--- config.mk ---
export PLATFORM = sky130hd
export DESIGN_NAME = axi_req_arbiter
export DESIGN_NICKNAME = d
export VERILOG_FILES = /design/src/rtl/axi_req_arbiter.sv
export SDC_FILE = /design/constraint.sdc
export NUM_CORES = 1
export LEC_CHECK = 0
export BUFFER_PORTS_ARGS = -buffer_cell sky130_fd_sc_hd__buf_2
export CORE_AREA = 2 2 130 132
export CTS_CLUSTER_DIAMETER = 50
export CTS_CLUSTER_SIZE = 10
export DETAILED_ROUTE_END_ITERATION = 7
export DIE_AREA = 0 0 132 134
export PLACE_DENSITY = 0.72
export SETUP_SLACK_MARGIN = 0.4
export SYNTH_ARGS = -nofsm -noshare
export SYNTH_HDL_FRONTEND = slang
export SYNTH_SLANG_ARGS = --single-unit
--- constraint.sdc ---
create_clock -name clk -period 4.9 [get_ports clk]
set_input_delay 0.245 -clock clk [delete_from_list [all_inputs] [get_ports clk]]
set_output_delay 0.245 -clock clk [all_outputs]
set_load 0.02 [all_outputs]
--- src/rtl/axi_req_arbiter.sv ---
// axi_req_arbiter: shares one single-beat AXI3 master between fetch and data requesters.
// ARB_ROUND_ROBIN_EN selects alternating arbitration instead of data priority with a starvation guard.
module axi_req_arbiter #(
  parameter int STARVE_MAX = 4,
  parameter logic [3:0] INST_ID = 4'd0,
  parameter logic [3:0] DATA_ID = 4'd1
) (
  input  logic        clk,
  input  logic        reset,
  input  logic        inst_req,
  input  logic [31:0] inst_addr,
  output logic        inst_addr_ok,
  output logic        inst_valid_f,
  output logic [31:0] inst_rdata_f,
  input  logic        data_req,
  input  logic        data_wr,
  input  logic [3:0]  data_wstrb,
  input  logic [31:0] data_addr,
  input  logic [31:0] data_wdata,
  output logic        data_addr_ok,
  output logic        data_data_ok_m,
  output logic [31:0] data_rdata_m,
  output logic        data_err,
  output logic [3:0]  arid,
  output logic [31:0] araddr,
  output logic [2:0]  arsize,
  output logic        arvalid,
  input  logic        arready,
  input  logic [31:0] rdata,
  input  logic [1:0]  rresp,
  input  logic        rlast,
  input  logic        rvalid,
  output logic        rready,
  output logic [3:0]  awid,
  output logic [31:0] awaddr,
  output logic [2:0]  awsize,
  output logic        awvalid,
  input  logic        awready,
  output logic [31:0] wdata,
  output logic [3:0]  wstrb,
  output logic        wlast,
  output logic        wvalid,
  input  logic        wready,
  input  logic [1:0]  bresp,
  input  logic        bvalid,
  output logic        bready
);
  localparam logic [2:0] IDLE = 3'd0, RD_AR = 3'd1, RD_R = 3'd2, WR_REQ = 3'd3, WR_B = 3'd4;
  logic [2:0]  state_q, state_d;
  logic        src_q, src_d;
  logic [31:0] addr_q, addr_d, wdata_q, wdata_d, inst_rdata_q, inst_rdata_d, data_rdata_q, data_rdata_d;
  logic [3:0]  wstrb_q, wstrb_d;
  logic        aw_done_q, aw_done_d, w_done_q, w_done_d;
  logic        inst_valid_q, inst_valid_d, data_ok_q, data_ok_d, err_q, err_d;
  logic        idle, grant, inst_win, wr_st, aw_ok, w_ok, r_fire, b_fire;
  logic        unused_ok;
  assign unused_ok = &{1'b1, rlast};
  assign idle  = state_q == IDLE;
  assign grant = idle & (inst_req | data_req) & !reset;
`ifdef ARB_ROUND_ROBIN_EN
  logic last_q, last_d;
  assign inst_win = inst_req & (!data_req | !last_q);
  assign last_d   = grant ? inst_win : last_q;
  always_ff @(posedge clk or posedge reset)
    if (reset) last_q <= 1'b1;
    else last_q <= last_d;
`else
  localparam int CW = $clog2(STARVE_MAX + 1);
  logic [CW-1:0] starve_q, starve_d;
  logic          starved;
  assign starved  = starve_q == CW'(STARVE_MAX);
  assign inst_win = inst_req & (!data_req | starved);
  assign starve_d = !idle ? starve_q :
                    (!inst_req | inst_win) ? '0 :
                    (data_req & !starved) ? starve_q + CW'(1) : starve_q;
  always_ff @(posedge clk or posedge reset)
    if (reset) starve_q <= '0;
    else starve_q <= starve_d;
`endif
  assign wr_st  = state_q == WR_REQ;
  assign aw_ok  = aw_done_q | (awvalid & awready);
  assign w_ok   = w_done_q | (wvalid & wready);
  assign r_fire = (state_q == RD_R) & rvalid;
  assign b_fire = (state_q == WR_B) & bvalid;
  always_comb begin
    state_d = idle ? (grant ? ((!inst_win & data_wr) ? WR_REQ : RD_AR) : IDLE) :
              (state_q == RD_AR) ? (arready ? RD_R : RD_AR) :
              (state_q == RD_R) ? (rvalid ? IDLE : RD_R) :
              wr_st ? ((aw_ok & w_ok) ? WR_B : WR_REQ) :
              (state_q == WR_B) ? (bvalid ? IDLE : WR_B) : IDLE;
    src_d        = grant ? inst_win : src_q;
    addr_d       = grant ? (inst_win ? inst_addr : data_addr) : addr_q;
    wdata_d      = grant ? data_wdata : wdata_q;
    wstrb_d      = grant ? data_wstrb : wstrb_q;
    aw_done_d    = wr_st & aw_ok & !w_ok;
    w_done_d     = wr_st & w_ok & !aw_ok;
    inst_valid_d = r_fire & src_q;
    data_ok_d    = (r_fire & !src_q) | b_fire;
    err_d        = (r_fire & !src_q & (rresp != 2'b00)) | (b_fire & (bresp != 2'b00));
    inst_rdata_d = (r_fire & src_q) ? rdata : inst_rdata_q;
    data_rdata_d = (r_fire & !src_q) ? rdata : data_rdata_q;
  end
  always_ff @(posedge clk or posedge reset)
    if (reset) begin
      state_q      <= IDLE;
      src_q        <= 1'b0;
      addr_q       <= '0;
      wdata_q      <= '0;
      wstrb_q      <= '0;
      aw_done_q    <= 1'b0;
      w_done_q     <= 1'b0;
      inst_valid_q <= 1'b0;
      data_ok_q    <= 1'b0;
      err_q        <= 1'b0;
      inst_rdata_q <= '0;
      data_rdata_q <= '0;
    end else begin
      state_q      <= state_d;
      src_q        <= src_d;
      addr_q       <= addr_d;
      wdata_q      <= wdata_d;
      wstrb_q      <= wstrb_d;
      aw_done_q    <= aw_done_d;
      w_done_q     <= w_done_d;
      inst_valid_q <= inst_valid_d;
      data_ok_q    <= data_ok_d;
      err_q        <= err_d;
      inst_rdata_q <= inst_rdata_d;
      data_rdata_q <= data_rdata_d;
    end
  assign inst_addr_ok   = grant & inst_win;
  assign data_addr_ok   = grant & !inst_win;
  assign inst_valid_f   = inst_valid_q;
  assign inst_rdata_f   = inst_rdata_q;
  assign data_data_ok_m = data_ok_q;
  assign data_rdata_m   = data_rdata_q;
  assign data_err       = err_q;
  assign arid           = src_q ? INST_ID : DATA_ID;
  assign araddr         = addr_q;
  assign arsize         = 3'b010;
  assign arvalid        = state_q == RD_AR;
  assign rready         = state_q == RD_R;
  assign awid           = DATA_ID;
  assign awaddr         = addr_q;
  assign awsize         = 3'b010;
  assign awvalid        = wr_st & !aw_done_q;
  assign wdata          = wdata_q;
  assign wstrb          = wstrb_q;
  assign wlast          = 1'b1;
  assign wvalid         = wr_st & !w_done_q;
  assign bready         = state_q == WR_B;
endmodule

==> results_dict.tcl <==
set metrics [dict create \
    status "complete, but fails checks" \
    violations "negative hold slack" \
    whs_ps -30.76 \
    start_util_pct 40.06 \
    design_area_mm2 0.008519 \
    cts_buffers 17 \
    fillers 1478 \
    syn_area_per_cell_um2 12.72 \
    post_drt_via_cell_ratio 4.719 \
    startpoint "state_q[1]$_DFF_PP0_" \
    htree_levels 4 \
    ant_nets 0 \
    worstHoldPathType "input port to async pin" \
    synth_commonest_cells "dfrtp_1, mux2_2, buf_4" \
    cts_tree "done" \
    finalSetupViolations 0 \
    die_h_um 134 \
    hold_viol_final 16 \
    final_max_slew_viol_count 0 \
    crit_family "simple AND/OR/NAND/NOR gates" \
    place_area_mm2 0.007956 \
    skew_ps 6.473 \
    cts_buffer_depth 2 \
    synth-simple-area-share_pct 5.216 \
    post-route-min-period_ps 3013 \
    yosys-top-cells-area "dfrtp_1, mux2_2, buf_4, o32ai_1, inv_1" \
    antenna_found_initial 0 \
    synth_edf_count 0 \
    synth_xor_area_share_pct 0 \
    critical_path_peak_fanout 71 \
    yosysWarnings 0 \
    grt_usage_pct 17.49 \
    wl_per_cell_um 15.17 \
    num_io_pins 336 \
    async_reset_ff_share_pct 100.0 \
    finalSetupTns_ps 0 \
    routabilityCongestion 0.7328 \
    vias 4837 \
    synthAdderAreaFrac_pct 0.3835 \
    slew_headroom_pct 18.28 \
    cp_num_buf_inv 1 \
    powerDensity_mw_per_mm2 696.5 \
    drv_cap 0 \
    area_growth_pct 30.57 \
    gr-total-overflow 0 \
    r2r-end "araddr[17]$_DFFE_PP0N_" \
    r2r-start "state_q[1]$_DFF_PP0_" \
    ys_seq_area_share_pct 55.23 \
    path_cells "or3_1, nor2_8, and2_1, buf_2" \
    route.detailed.drc 0 \
    core_mm2 0.01629 \
    p_leak_uw 0.004375 \
    rsz0062_at_grt "false" \
    cp.arrival_ps 2770 \
    synth_largest_area_cell "dfrtp_1" \
    io_buffers 320 \
    die_w_um 132 \
    period_share_pct 61.49 \
    cp-start-kind "register" \
    yosys.cell_types.count 36 \
    fp-row-count 47 \
    slowest_delay_ps 920 \
    ir_drop_mv 0.3736 \
    dr.pass1.iters 4 \
    diodes 0 \
    drt_iter0_drc 157 \
    wl_um 15550 \
    worst_pin_slew_ps 1226 \
    syn_inst 513 \
    nets 941 \
    cp.required_ps 4660 \
    slowest_stage "nor2_8" \
    ys.flop_type "dfrtp_1" \
    cp-end-kind "output pin" \
    rr_worst_depth 3 \
    cts.clk_slew.worst_paths_ps 60 \
    ys_ff_latch 144 \
    worstSkewPairLatency_ps 410 \
    grt_max_degree 92 \
    drive_gt1_share_pct 60.75 \
    synth_top_family_by_area "multiplexers" \
    dp_hpwl_um 11350 \
    synth_compound_area_share_pct 5.561 \
    first_global_vias 4878 \
    grt_first_pass_wirelength_um 24580 \
    netlist_area_mm2 0.006525 \
    die_area_mm2 0.01769 \
    path_class "register to output pin" \
    cts-root-buf "clkbuf_16" \
    synth_mux_area_share_pct 22.93 \
    r2r_setup_slack_ps 2360 \
    clock_sinks 144 \
    max_freq_mhz 331.9 \
    synth.most_common_cell "dfrtp_1" \
    synth_top_area_share_pct 55.23 \
]
worst max path at each step:
stage / endpoint / cells past startpoint
after CTS: data_addr_ok / 4
after floorplan: araddr[0]$_DFFE_PP0N_ / 1
after global routing: data_addr_ok / 4
final: data_addr_ok / 4
after detailed placement: data_addr_ok / 5
after global placement: data_addr_ok / 5
area by class of cell:
cell class / instances / area [µm²] / share of cell area, %
Timing Repair Buffer: 326 / 1649 / 19.36
Tap cell: 220 / 275.3 / 3.231
Clock buffer: 18 / 429.2 / 5.037
Multi-Input combinational cell: 263 / 2283 / 26.80
Sequential cell: 144 / 3603 / 42.30
Clock inverter: 14 / 123.9 / 1.454
Inverter: 40 / 155.1 / 1.821
report_power, final:
part	internal (µW)	total, µW	switching [µW]
clock	666	1220	551
sequential	1760	2080	316
combinational	1070	2640	1570
metal layers:
metal  wire [µm]  up-vias  global-route usage [%]
li1            -     2282                       -
met1        6279     2338                   20.48
met2        7947      196                   30.64
met3        1022       21                   4.800
met4         297        0                   6.763
met5           0        -                       0
repair_timing:
item                       4_1_cts  5_1_grt
buffers inserted                 0        0
hold buffers                     1        0
resized for setup                0        0
hold endpoints to repair         1        0
setup endpoints to repair        0        0
cells by family (layout without fill, tap and decap cells):
kind of cell | Yosys count | in the layout
compound gates | 45 | 45
buf+inv | 118 | 398
mux | 133 | 133
flops | 144 | 144
other cells | 2 | 14
simple gates | 69 | 69
fa+ha+maj | 2 | 2
layout by cell type (no fill, tap or decap), types with 7 or more instances in the layout:
cell / count
buf_2: 320
inv_6: 7
nand2_1: 40
dfrtp_1: 144
nor2_1: 8
mux2_2: 127
clkbuf_16: 17
o32ai_1: 32
inv_1: 39
conb_1: 14
metrics by stage:
stage	hold WS [ps]	utilization [%]	power [µW]	instances	worst slack (ps)
3_3_place_gp	434.6	48.84	4710	992	2172
6_report	-30.76	52.30	5934	1025	1887
3_5_place_dp	448.6	48.84	4772	992	2153
5_1_grt	14.02	52.30	6249	1025	1684
4_1_cts	6.781	52.30	6012	1025	1809
2_1_floorplan	317.8	-	4026	525	788.7
worst register-to-register path, cell delays in order, from the launching register on:
cell	delay, ps
dfrtp_1	470
or3_1	550
nor2_8	920
mux2_2	490
flip-flops by register name (all words and copies together), names as in the netlist:
signal,flops
araddr,32
aw_done_q,1
data_data_ok_m,1
data_err,1
data_rdata_m,32
inst_rdata_f,32
inst_valid_f,1
src_q,1
starve_q,3
state_q,3
w_done_q,1
wdata,32
wstrb,4
Power figures use the tool's default switching activity.
